==> src/rtl/mem_arbiter_if.sv <==
// Bundles the icache, dcache and memory-side signals of mem_arbiter.
// slave = arbiter side, master = the caches/memory environment side.
interface mem_arbiter_if #(
  parameter int ADDR_W = 6,
  parameter int DATA_W = 32
);
  logic              ic_read;
  logic [ADDR_W-1:0] ic_address;
  logic [DATA_W-1:0] ic_readdata;
  logic              ic_busywait;

  logic              dc_read;
  logic              dc_write;
  logic [ADDR_W-1:0] dc_address;
  logic [DATA_W-1:0] dc_writedata;
  logic [DATA_W-1:0] dc_readdata;
  logic              dc_busywait;

  logic              mem_read;
  logic              mem_write;
  logic [ADDR_W-1:0] mem_address;
  logic [DATA_W-1:0] mem_writedata;
  logic [DATA_W-1:0] mem_readdata;
  logic              mem_busywait;

  modport slave (
    input  ic_read, ic_address,
    output ic_readdata, ic_busywait,
    input  dc_read, dc_write, dc_address, dc_writedata,
    output dc_readdata, dc_busywait,
    output mem_read, mem_write, mem_address, mem_writedata,
    input  mem_readdata, mem_busywait
  );

  modport master (
    output ic_read, ic_address,
    input  ic_readdata, ic_busywait,
    output dc_read, dc_write, dc_address, dc_writedata,
    input  dc_readdata, dc_busywait,
    input  mem_read, mem_write, mem_address, mem_writedata,
    output mem_readdata, mem_busywait
  );
endinterface

==> src/rtl/mem_arbiter.sv <==
// Two-port (icache/dcache) arbiter serialising block transfers to one memory.
// Define ARB_ROUND_ROBIN_EN for round-robin on collisions; default is dcache-priority.
module mem_arbiter #(
  parameter int ADDR_W = 6,
  parameter int DATA_W = 32
) (
  input  logic          CLK,
  input  logic          RESET,
  mem_arbiter_if.slave  bus
);

  typedef enum logic [1:0] {
    ST_IDLE   = 2'd0,
    ST_ACCESS = 2'd1,
    ST_DONE   = 2'd2
  } state_t;

  localparam logic PORT_IC = 1'b0;
  localparam logic PORT_DC = 1'b1;

  state_t            state_r, state_s;
  logic              grant_r, grant_s;
  logic              first_r, first_s;
  logic              mem_read_r, mem_read_s;
  logic              mem_write_r, mem_write_s;
  logic [ADDR_W-1:0] mem_address_r, mem_address_s;
  logic [DATA_W-1:0] mem_writedata_r, mem_writedata_s;
  logic [DATA_W-1:0] ic_readdata_r, ic_readdata_s;
  logic [DATA_W-1:0] dc_readdata_r, dc_readdata_s;
  logic              ic_req_s, dc_req_s, pick_s;
`ifdef ARB_ROUND_ROBIN_EN
  logic              last_r, last_s;
`endif

  assign ic_req_s = bus.ic_read;
  assign dc_req_s = bus.dc_read | bus.dc_write;

  // Stall is combinational so a new request stalls its cache in the same cycle.
  assign bus.ic_busywait = ic_req_s & (RESET | ~((state_r == ST_DONE) & (grant_r == PORT_IC)));
  assign bus.dc_busywait = dc_req_s & (RESET | ~((state_r == ST_DONE) & (grant_r == PORT_DC)));

  assign bus.mem_read      = mem_read_r;
  assign bus.mem_write     = mem_write_r;
  assign bus.mem_address   = mem_address_r;
  assign bus.mem_writedata = mem_writedata_r;
  assign bus.ic_readdata   = ic_readdata_r;
  assign bus.dc_readdata   = dc_readdata_r;

  // Arbitration choice, next-state and next-register values.
  always_comb begin
    state_s         = state_r;
    grant_s         = grant_r;
    first_s         = first_r;
    mem_read_s      = mem_read_r;
    mem_write_s     = mem_write_r;
    mem_address_s   = mem_address_r;
    mem_writedata_s = mem_writedata_r;
    ic_readdata_s   = ic_readdata_r;
    dc_readdata_s   = dc_readdata_r;
`ifdef ARB_ROUND_ROBIN_EN
    last_s = last_r;
    if (ic_req_s && dc_req_s) begin
      pick_s = ~last_r;
    end else if (dc_req_s) begin
      pick_s = PORT_DC;
    end else begin
      pick_s = PORT_IC;
    end
`else
    if (dc_req_s) begin
      pick_s = PORT_DC;
    end else begin
      pick_s = PORT_IC;
    end
`endif

    case (state_r)
      ST_IDLE: begin
        if (ic_req_s || dc_req_s) begin
          state_s = ST_ACCESS;
          grant_s = pick_s;
          first_s = 1'b1;
`ifdef ARB_ROUND_ROBIN_EN
          last_s  = pick_s;
`endif
          // A simultaneous read+write from the dcache is served as a write.
          if (pick_s == PORT_DC) begin
            mem_read_s      = ~bus.dc_write;
            mem_write_s     = bus.dc_write;
            mem_address_s   = bus.dc_address;
            mem_writedata_s = bus.dc_writedata;
          end else begin
            mem_read_s      = 1'b1;
            mem_write_s     = 1'b0;
            mem_address_s   = bus.ic_address;
          end
        end else begin
          state_s = ST_IDLE;
        end
      end

      ST_ACCESS: begin
        first_s = 1'b0;
        // The first ACCESS cycle ignores mem_busywait: memory may raise it a cycle late.
        if (!first_r && !bus.mem_busywait) begin
          if (mem_read_r && (grant_r == PORT_DC)) begin
            dc_readdata_s = bus.mem_readdata;
          end else if (mem_read_r) begin
            ic_readdata_s = bus.mem_readdata;
          end else begin
            ic_readdata_s = ic_readdata_r;
          end
          mem_read_s  = 1'b0;
          mem_write_s = 1'b0;
          state_s     = ST_DONE;
        end else begin
          state_s = ST_ACCESS;
        end
      end

      ST_DONE: begin
        state_s = ST_IDLE;
      end

      default: begin
        state_s = ST_IDLE;
      end
    endcase
  end

  // State and output registers with synchronous reset.
  always_ff @(posedge CLK) begin
    if (RESET) begin
      state_r         <= ST_IDLE;
      grant_r         <= PORT_IC;
      first_r         <= 1'b0;
      mem_read_r      <= 1'b0;
      mem_write_r     <= 1'b0;
      mem_address_r   <= {ADDR_W{1'b0}};
      mem_writedata_r <= {DATA_W{1'b0}};
      ic_readdata_r   <= {DATA_W{1'b0}};
      dc_readdata_r   <= {DATA_W{1'b0}};
`ifdef ARB_ROUND_ROBIN_EN
      last_r          <= PORT_IC;
`endif
    end else begin
      state_r         <= state_s;
      grant_r         <= grant_s;
      first_r         <= first_s;
      mem_read_r      <= mem_read_s;
      mem_write_r     <= mem_write_s;
      mem_address_r   <= mem_address_s;
      mem_writedata_r <= mem_writedata_s;
      ic_readdata_r   <= ic_readdata_s;
      dc_readdata_r   <= dc_readdata_s;
`ifdef ARB_ROUND_ROBIN_EN
      last_r          <= last_s;
`endif
    end
  end

endmodule

==> src/flat_wrapper.sv <==
// flat-port wrapper written by rule: the top's interface ports become plain ports
module mem_arbiter_flat 
#(
  parameter int ADDR_W = 6,
  parameter int DATA_W = 32
)
  (CLK, RESET, bus_ic_read, bus_ic_address, bus_ic_readdata, bus_ic_busywait, bus_dc_read, bus_dc_write, bus_dc_address, bus_dc_writedata, bus_dc_readdata, bus_dc_busywait, bus_mem_read, bus_mem_write, bus_mem_address, bus_mem_writedata, bus_mem_readdata, bus_mem_busywait);
  mem_arbiter_if #(.ADDR_W(ADDR_W), .DATA_W(DATA_W)) bus_i ();
  input  logic CLK;
  input  logic RESET;
  input wire logic [$bits(bus_i.ic_read)-1:0] bus_ic_read;
  input wire logic [$bits(bus_i.ic_address)-1:0] bus_ic_address;
  output wire logic [$bits(bus_i.ic_readdata)-1:0] bus_ic_readdata;
  output wire logic [$bits(bus_i.ic_busywait)-1:0] bus_ic_busywait;
  input wire logic [$bits(bus_i.dc_read)-1:0] bus_dc_read;
  input wire logic [$bits(bus_i.dc_write)-1:0] bus_dc_write;
  input wire logic [$bits(bus_i.dc_address)-1:0] bus_dc_address;
  input wire logic [$bits(bus_i.dc_writedata)-1:0] bus_dc_writedata;
  output wire logic [$bits(bus_i.dc_readdata)-1:0] bus_dc_readdata;
  output wire logic [$bits(bus_i.dc_busywait)-1:0] bus_dc_busywait;
  output wire logic [$bits(bus_i.mem_read)-1:0] bus_mem_read;
  output wire logic [$bits(bus_i.mem_write)-1:0] bus_mem_write;
  output wire logic [$bits(bus_i.mem_address)-1:0] bus_mem_address;
  output wire logic [$bits(bus_i.mem_writedata)-1:0] bus_mem_writedata;
  input wire logic [$bits(bus_i.mem_readdata)-1:0] bus_mem_readdata;
  input wire logic [$bits(bus_i.mem_busywait)-1:0] bus_mem_busywait;
  assign bus_i.ic_read = bus_ic_read;
  assign bus_i.ic_address = bus_ic_address;
  assign bus_ic_readdata = bus_i.ic_readdata;
  assign bus_ic_busywait = bus_i.ic_busywait;
  assign bus_i.dc_read = bus_dc_read;
  assign bus_i.dc_write = bus_dc_write;
  assign bus_i.dc_address = bus_dc_address;
  assign bus_i.dc_writedata = bus_dc_writedata;
  assign bus_dc_readdata = bus_i.dc_readdata;
  assign bus_dc_busywait = bus_i.dc_busywait;
  assign bus_mem_read = bus_i.mem_read;
  assign bus_mem_write = bus_i.mem_write;
  assign bus_mem_address = bus_i.mem_address;
  assign bus_mem_writedata = bus_i.mem_writedata;
  assign bus_i.mem_readdata = bus_mem_readdata;
  assign bus_i.mem_busywait = bus_mem_busywait;
  mem_arbiter #(.ADDR_W(ADDR_W), .DATA_W(DATA_W)) u_core (.CLK(CLK), .RESET(RESET), .bus(bus_i));
endmodule
==> config.mk <==
export PLATFORM = sky130hd
export DESIGN_NAME = mem_arbiter_flat
export DESIGN_NICKNAME = d
export VERILOG_FILES = /design/src/rtl/mem_arbiter_if.sv /design/src/rtl/mem_arbiter.sv /design/src/flat_wrapper.sv
export SDC_FILE = /design/constraint.sdc
export NUM_CORES = 1
export LEC_CHECK = 0
export CAP_MARGIN = 20
export CORE_AREA = 2 2 102 104
export DETAILED_ROUTE_END_ITERATION = 12
export DIE_AREA = 0 0 104 106
export PLACE_DENSITY_LB_ADDON = 0.05
export SYNTH_ARGS = -nofsm -noshare
export SYNTH_HDL_FRONTEND = slang
export SYNTH_SLANG_ARGS = --single-unit
export TNS_END_PERCENT = 100
==> constraint.sdc <==
create_clock -name CLK -period 4.1 [get_ports CLK]
set_input_delay 0.41 -clock CLK [delete_from_list [all_inputs] [get_ports CLK]]
set_output_delay 0.41 -clock CLK [all_outputs]
set_load 0.01 [all_outputs]
# After elaboration in Yosys (flattened, before gate mapping)
# Cells that the tools add are included.
[totals]
output_inout_bits = 106
input_bits = 82
reg_bits = 108
word_cells = 52
[classes]
n_eq_ne = 4
reduce_logical = 13
n_bitwise = 12
mux = 14
[op_table]
columns = ["operator", "n"]
rows = [
  ["3-bit AND reduction", 3],
  ["1-bit 2-to-1 mux", 8],
  ["6-bit 2-to-1 mux", 1],
  ["1-bit case mux with 2 select lines", 3],
  ["1-bit NOT", 5],
  ["1-bit AND", 4],
  ["2-bit by 1-bit inequality test with 1-bit output (second input constant)", 2],
  ["2-bit case mux with 2 select lines", 1],
  ["2-bit AND reduction", 2],
  ["4-bit AND reduction", 1],
  ["1-bit OR", 3],
  ["2-bit by 1-bit equality test with 1-bit output (second input constant)", 1],
  ["2-bit equality test (second input constant)", 1],
  ["1-bit logical AND", 2],
  ["1-bit logical NOT", 2],
  ["2-bit logical NOT", 1],
  ["2-bit 2-to-1 mux", 1],
  ["2-bit nonzero test", 1],
  ["1-bit logical OR", 1],
]

# Longest topological paths before layout
[depth]
depth_word = 5
mapped_depth = 5

# Worst setup path after synthesis
# No wires, ideal clock.
[synth_timing]
kind = "input-to-output"
from = "input RESET"
to = "output bus_dc_busywait"
slack_ns = 2.277
stages = 5
t_required_ns = 3.690
path_buffers = 3
t_arrival_ns = 1.413
cell_sequence = "clkbuf_1 -> clkbuf_1 -> clkbuf_1 -> nor2_1 -> a31oi_1"
[synth_via]
elab_chain_len = 2
[synth_lines]
columns = ["element", "line", "rtl"]
rows = [
  ["start, declared", "flat_wrapper.sv:10", "input logic RESET;"],
  ["1-bit OR", "mem_arbiter.sv:40", "assign bus.dc_busywait = dc_req_s & (RESET | ~((state_r == ST_DONE) & (grant_r == PORT_DC)));"],
  ["1-bit AND", "mem_arbiter.sv:40", ""],
  ["end, declared", "flat_wrapper.sv:20", "output wire logic [$bits(bus_i.dc_busywait)-1:0] bus_dc_busywait;"],
]
# No other way between the ends.

# Final worst setup path
[layout_timing]
from = "register u_core.state_r[1]"
to = "output bus_ic_busywait"
[layout_via]
elab_chain_len = 5
[layout_lines]
columns = ["element", "line", "rtl"]
rows = [
  ["start, declared", "mem_arbiter.sv:21", "state_t state_r, state_s;"],
  ["start signal, assigned", "mem_arbiter.sv:147", "state_r <= state_s;"],
  ["2-bit equality test", "mem_arbiter.sv:39", "assign bus.ic_busywait = ic_req_s & (RESET | ~((state_r == ST_DONE) & (grant_r == PORT_IC)));"],
  ["1-bit AND", "mem_arbiter.sv:39", ""],
  ["1-bit NOT", "mem_arbiter.sv:39", ""],
  ["1-bit OR", "mem_arbiter.sv:39", ""],
  ["1-bit AND", "mem_arbiter.sv:39", ""],
  ["end, declared", "flat_wrapper.sv:14", "output wire logic [$bits(bus_i.ic_busywait)-1:0] bus_ic_busywait;"],
]
# No other way between the ends.

==> flow_summary_export.csv <==
group,metric,value,unit
floorplan,die_w,104,microns
detailed_routing,first_pass_iters,5,
grt,grt_pass1_vias,3669,
logic_synthesis,synth_common_cells,"108 x dfxtp_1, 96 x nand2b_1, 64 x mux2i_1",
grt,grt_max_degree,86,
timing,period_needed,2250,ps
hold_path,min_from,"u_core.bus.ic_readdata[14]",
detailed_routing,viasPerCell,4.92,
critical_path,r2r_cells,3,
final_layout,final-seq-area,0.00216,sq mm
detailed_routing,ant_nets,0,
critical_path,crit_chain,"inv_1 > o41a_1 > clkdlybuf4s50_1",
critical_path,critical_path_required,3690,ps
critical_path,crit_arrival,1840,ps
logic_synthesis,yosysSeqAreaShare,0.489,
timing,maxSlewViolCount,0,
hold_path,hold_path_depth,2,
logic_synthesis,synthArstFlopShare,0,
clock_tree,cts_tree,"yes",
run,drv_cap,0,
final_layout,antenna_cells,0,
timing,setup_tns,0,ps
final_layout,area_growth,47.5,%
clock_tree,clkTransAtPathRegs,100,ps
detailed_routing,drtIter0Drc,115,
placement,placedCellCount,749,
clock_tree,clkLatencyLatePin,360,ps
logic_synthesis,syn-num-nets,543,
logic_synthesis,ys_types,28,
grt,grtUsageTotal,0.199,
logic_synthesis,synth.area.top_cells,"dfxtp_1 49%, mux2i_1 14%, nand2b_1 14%, a21oi_1 4.8%, o21ai_0 4.0%",
placement,port_buffers,187,
floorplan,start_util,0.442,
timing,rsz0062_at_grt,"false",
grt,antenna_found_initial,0,
power_and_ir_drop,p_leak,2.48,nW
clock_tree,clockRootBuffer,"clkbuf_8",
final_layout,fin_nets,706,
clock_tree,numCtsBuffers,9,
detailed_routing,routed_wl,11200,microns
floorplan,ios,188,
timing,worst_pin_slew,845,ps
critical_path,r2r_end,"u_core.bus.dc_readdata[19]",
final_layout,multi_input_area,0.00206,sq mm
power_and_ir_drop,internal-power,1.65,mW
logic_synthesis,yosysWarnings,0,
power_and_ir_drop,clock_power_share,0.325,
critical_path,worstSetupStartpointType,"flop",
timing,setup_violations,0,
hold_path,hp-class,"flop to flop",
grt,grt_pass1_wl,17900,microns
logic_synthesis,ys_seq_elements,108,
grt,grt_overflow,0,
final_layout,fin_cells,765,
logic_synthesis,synth_ff_type,"dfxtp_1",
floorplan,die-height,106,microns
power_and_ir_drop,pwr-share-comb,0.161,
power_and_ir_drop,switching_power,527,uW
critical_path,slowest_delay,510,ps
power_and_ir_drop,peakVddDrop,0.206,mV
final_layout,drive_gt1_frac,0.0445,
logic_synthesis,synth_edf_count,0,
detailed_routing,vias,3767,
clock_tree,postCtsHoldBufs,0,
timing,slew-limit-headroom,0.437,
floorplan,core,0.0100,sq mm
logic_synthesis,syn-cell-area,0.00442,sq mm
clock_tree,cts-resized-gates,0,
timing,max_freq,0.445,GHz
timing,whs,476,ps
floorplan,num_rows,37,
critical_path,path_class,"flop to output port",
floorplan,dieArea,0.0110,sq mm
critical_path,crit_path_end_kind,"output port",
timing,finalHoldViolCount,0,
logic_synthesis,synth_cells,461,
critical_path,crit_fanout,7,
logic_synthesis,synth_top_area_frac,0.489,
final_layout,fillerInstances,854,
critical_path,reg2reg_from,"u_core.state_r[0]",
logic_synthesis,yosysTopAreaCell,"dfxtp_1",
power_and_ir_drop,switching_share,0.242,
clock_tree,cts.sinks,108,
final_layout,fin_util,0.652,
hold_path,min_to,"u_core.bus.ic_readdata[14]",
logic_synthesis,avgSynthCellArea,9.59,sq um
placement,post-dp-hpwl,7690,microns
logic_synthesis,post-synth-top-count-cell,"dfxtp_1",
critical_path,cp_slowest_cell,"clkdlybuf4s50_1",
timing,period_share,0.548,
outcome,status,"finished clean",
critical_path,path_buf_inv,2,
placement,place_congestion,0.744,
detailed_routing,post_drt_wl_per_cell,14.7,microns
power_and_ir_drop,power,2.17,mW
critical_path,r2r_slack,1990,ps
clock_tree,htree_num_levels,3,
clock_tree,clock_path_buffers,2,
detailed_routing,drc,0,
power_and_ir_drop,seqPwrFrac,0.514,
critical_path,critPathTopFamily,"buffers and inverters",
power_and_ir_drop,p_per_area,333,mW/mm^2
clock_tree,post_cts_buffers,0,
timing,finClkSkew,9.51,ps
sequential cells by signal (all words and copies together) (netlist names):
register                  cells
u_core.bus.mem_read           1
u_core.bus.mem_writedata     32
u_core.bus.dc_readdata       32
u_core.bus.mem_write          1
u_core.state_r                2
u_core.bus.mem_address        6
u_core.first_r                1
u_core.grant_r                1
u_core.bus.ic_readdata       32
tightest hold or removal path, stage by stage, from the launching register on:
cell      delay, ps
dfxtp_1         320
nand2b_1         60
mux2i_1          50
how the worst max path moves through the flow:
| stage | startpoint | to | slack [ps] | cells past startpoint |
|---|---|---|---|---|
| global route | u_core.state_r[1] | bus_ic_busywait | 1760 | 3 |
| finish | u_core.state_r[1] | bus_ic_busywait | 1850 | 3 |
| global placement | bus_mem_busywait | u_core.bus.dc_readdata[26] | 1670 | 4 |
| floorplan | RESET | bus_dc_busywait | 2280 | 5 |
| CTS | u_core.state_r[1] | bus_ic_busywait | 1830 | 3 |
| detailed placement | bus_mem_busywait | u_core.bus.dc_readdata[26] | 1590 | 4 |
per-layer routing:
| metal | track usage | up-vias | routed length [microns] |
|---|---|---|---|
| li1 | - | 1896 | - |
| met1 | 0.244 | 1725 | 4830 |
| met2 | 0.326 | 137 | 5290 |
| met3 | 0.0687 | 9 | 963 |
| met4 | 0.0753 | 0 | 133 |
| met5 | 0 | - | 0 |
through the flow:
step | cell area [sq um] | setup WS (ps)
after detailed placement | 6300 | 1590
final | 6520 | 1850
after CTS | 6520 | 1830
after floorplan | 4420 | 2280
after global routing | 6520 | 1760
after global placement | 6300 | 1670
power groups by stage:
stage / Clock (mW) / Sequential (mW) / Combinational (mW)
floorplan: 0 / 1.16 / 0.143
global placement: 0 / 1.14 / 0.348
detailed placement: 0 / 1.14 / 0.350
CTS: 0.725 / 1.12 / 0.353
global route: 0.758 / 1.12 / 0.380
finish: 0.706 / 1.12 / 0.350
cell type report:
cell class / instances / area share
flip-flops and latches: 108 / 0.332
clock buffers: 11 / 0.0217
inverters: 1 / 0.000576
clock inverters: 5 / 0.0115
repair buffers: 192 / 0.292
multi-input cells: 312 / 0.316
well taps: 136 / 0.0261
logic make-up (layout without fill, tap and decap cells):
group	after synthesis	count (layout)	synth area share
buf+inv	41	209	0.0470
compound gates	86	86	0.105
simple gates	162	162	0.214
mux	64	64	0.145
flops	108	108	0.489
placed cells by master (no fill, tap or decap), drive strengths merged, types with 2 or more instances in the layout:
master / synthesis / routed
nor3: 2 / 2
buf: 9 / 6
nand2b: 96 / 96
clkdlybuf4s50: 0 / 186
nand3b: 3 / 3
a311oi: 6 / 6
bufinv: 0 / 2
dfxtp: 108 / 108
mux2i: 64 / 64
or2: 2 / 2
a21oi: 42 / 42
clkbuf: 31 / 11
o21ai: 35 / 35
nand3: 33 / 33
nand2: 14 / 14
clkinv: 0 / 3
or3: 2 / 2
nor2: 5 / 5
Note: power is estimated with default switching activity, not from simulation.
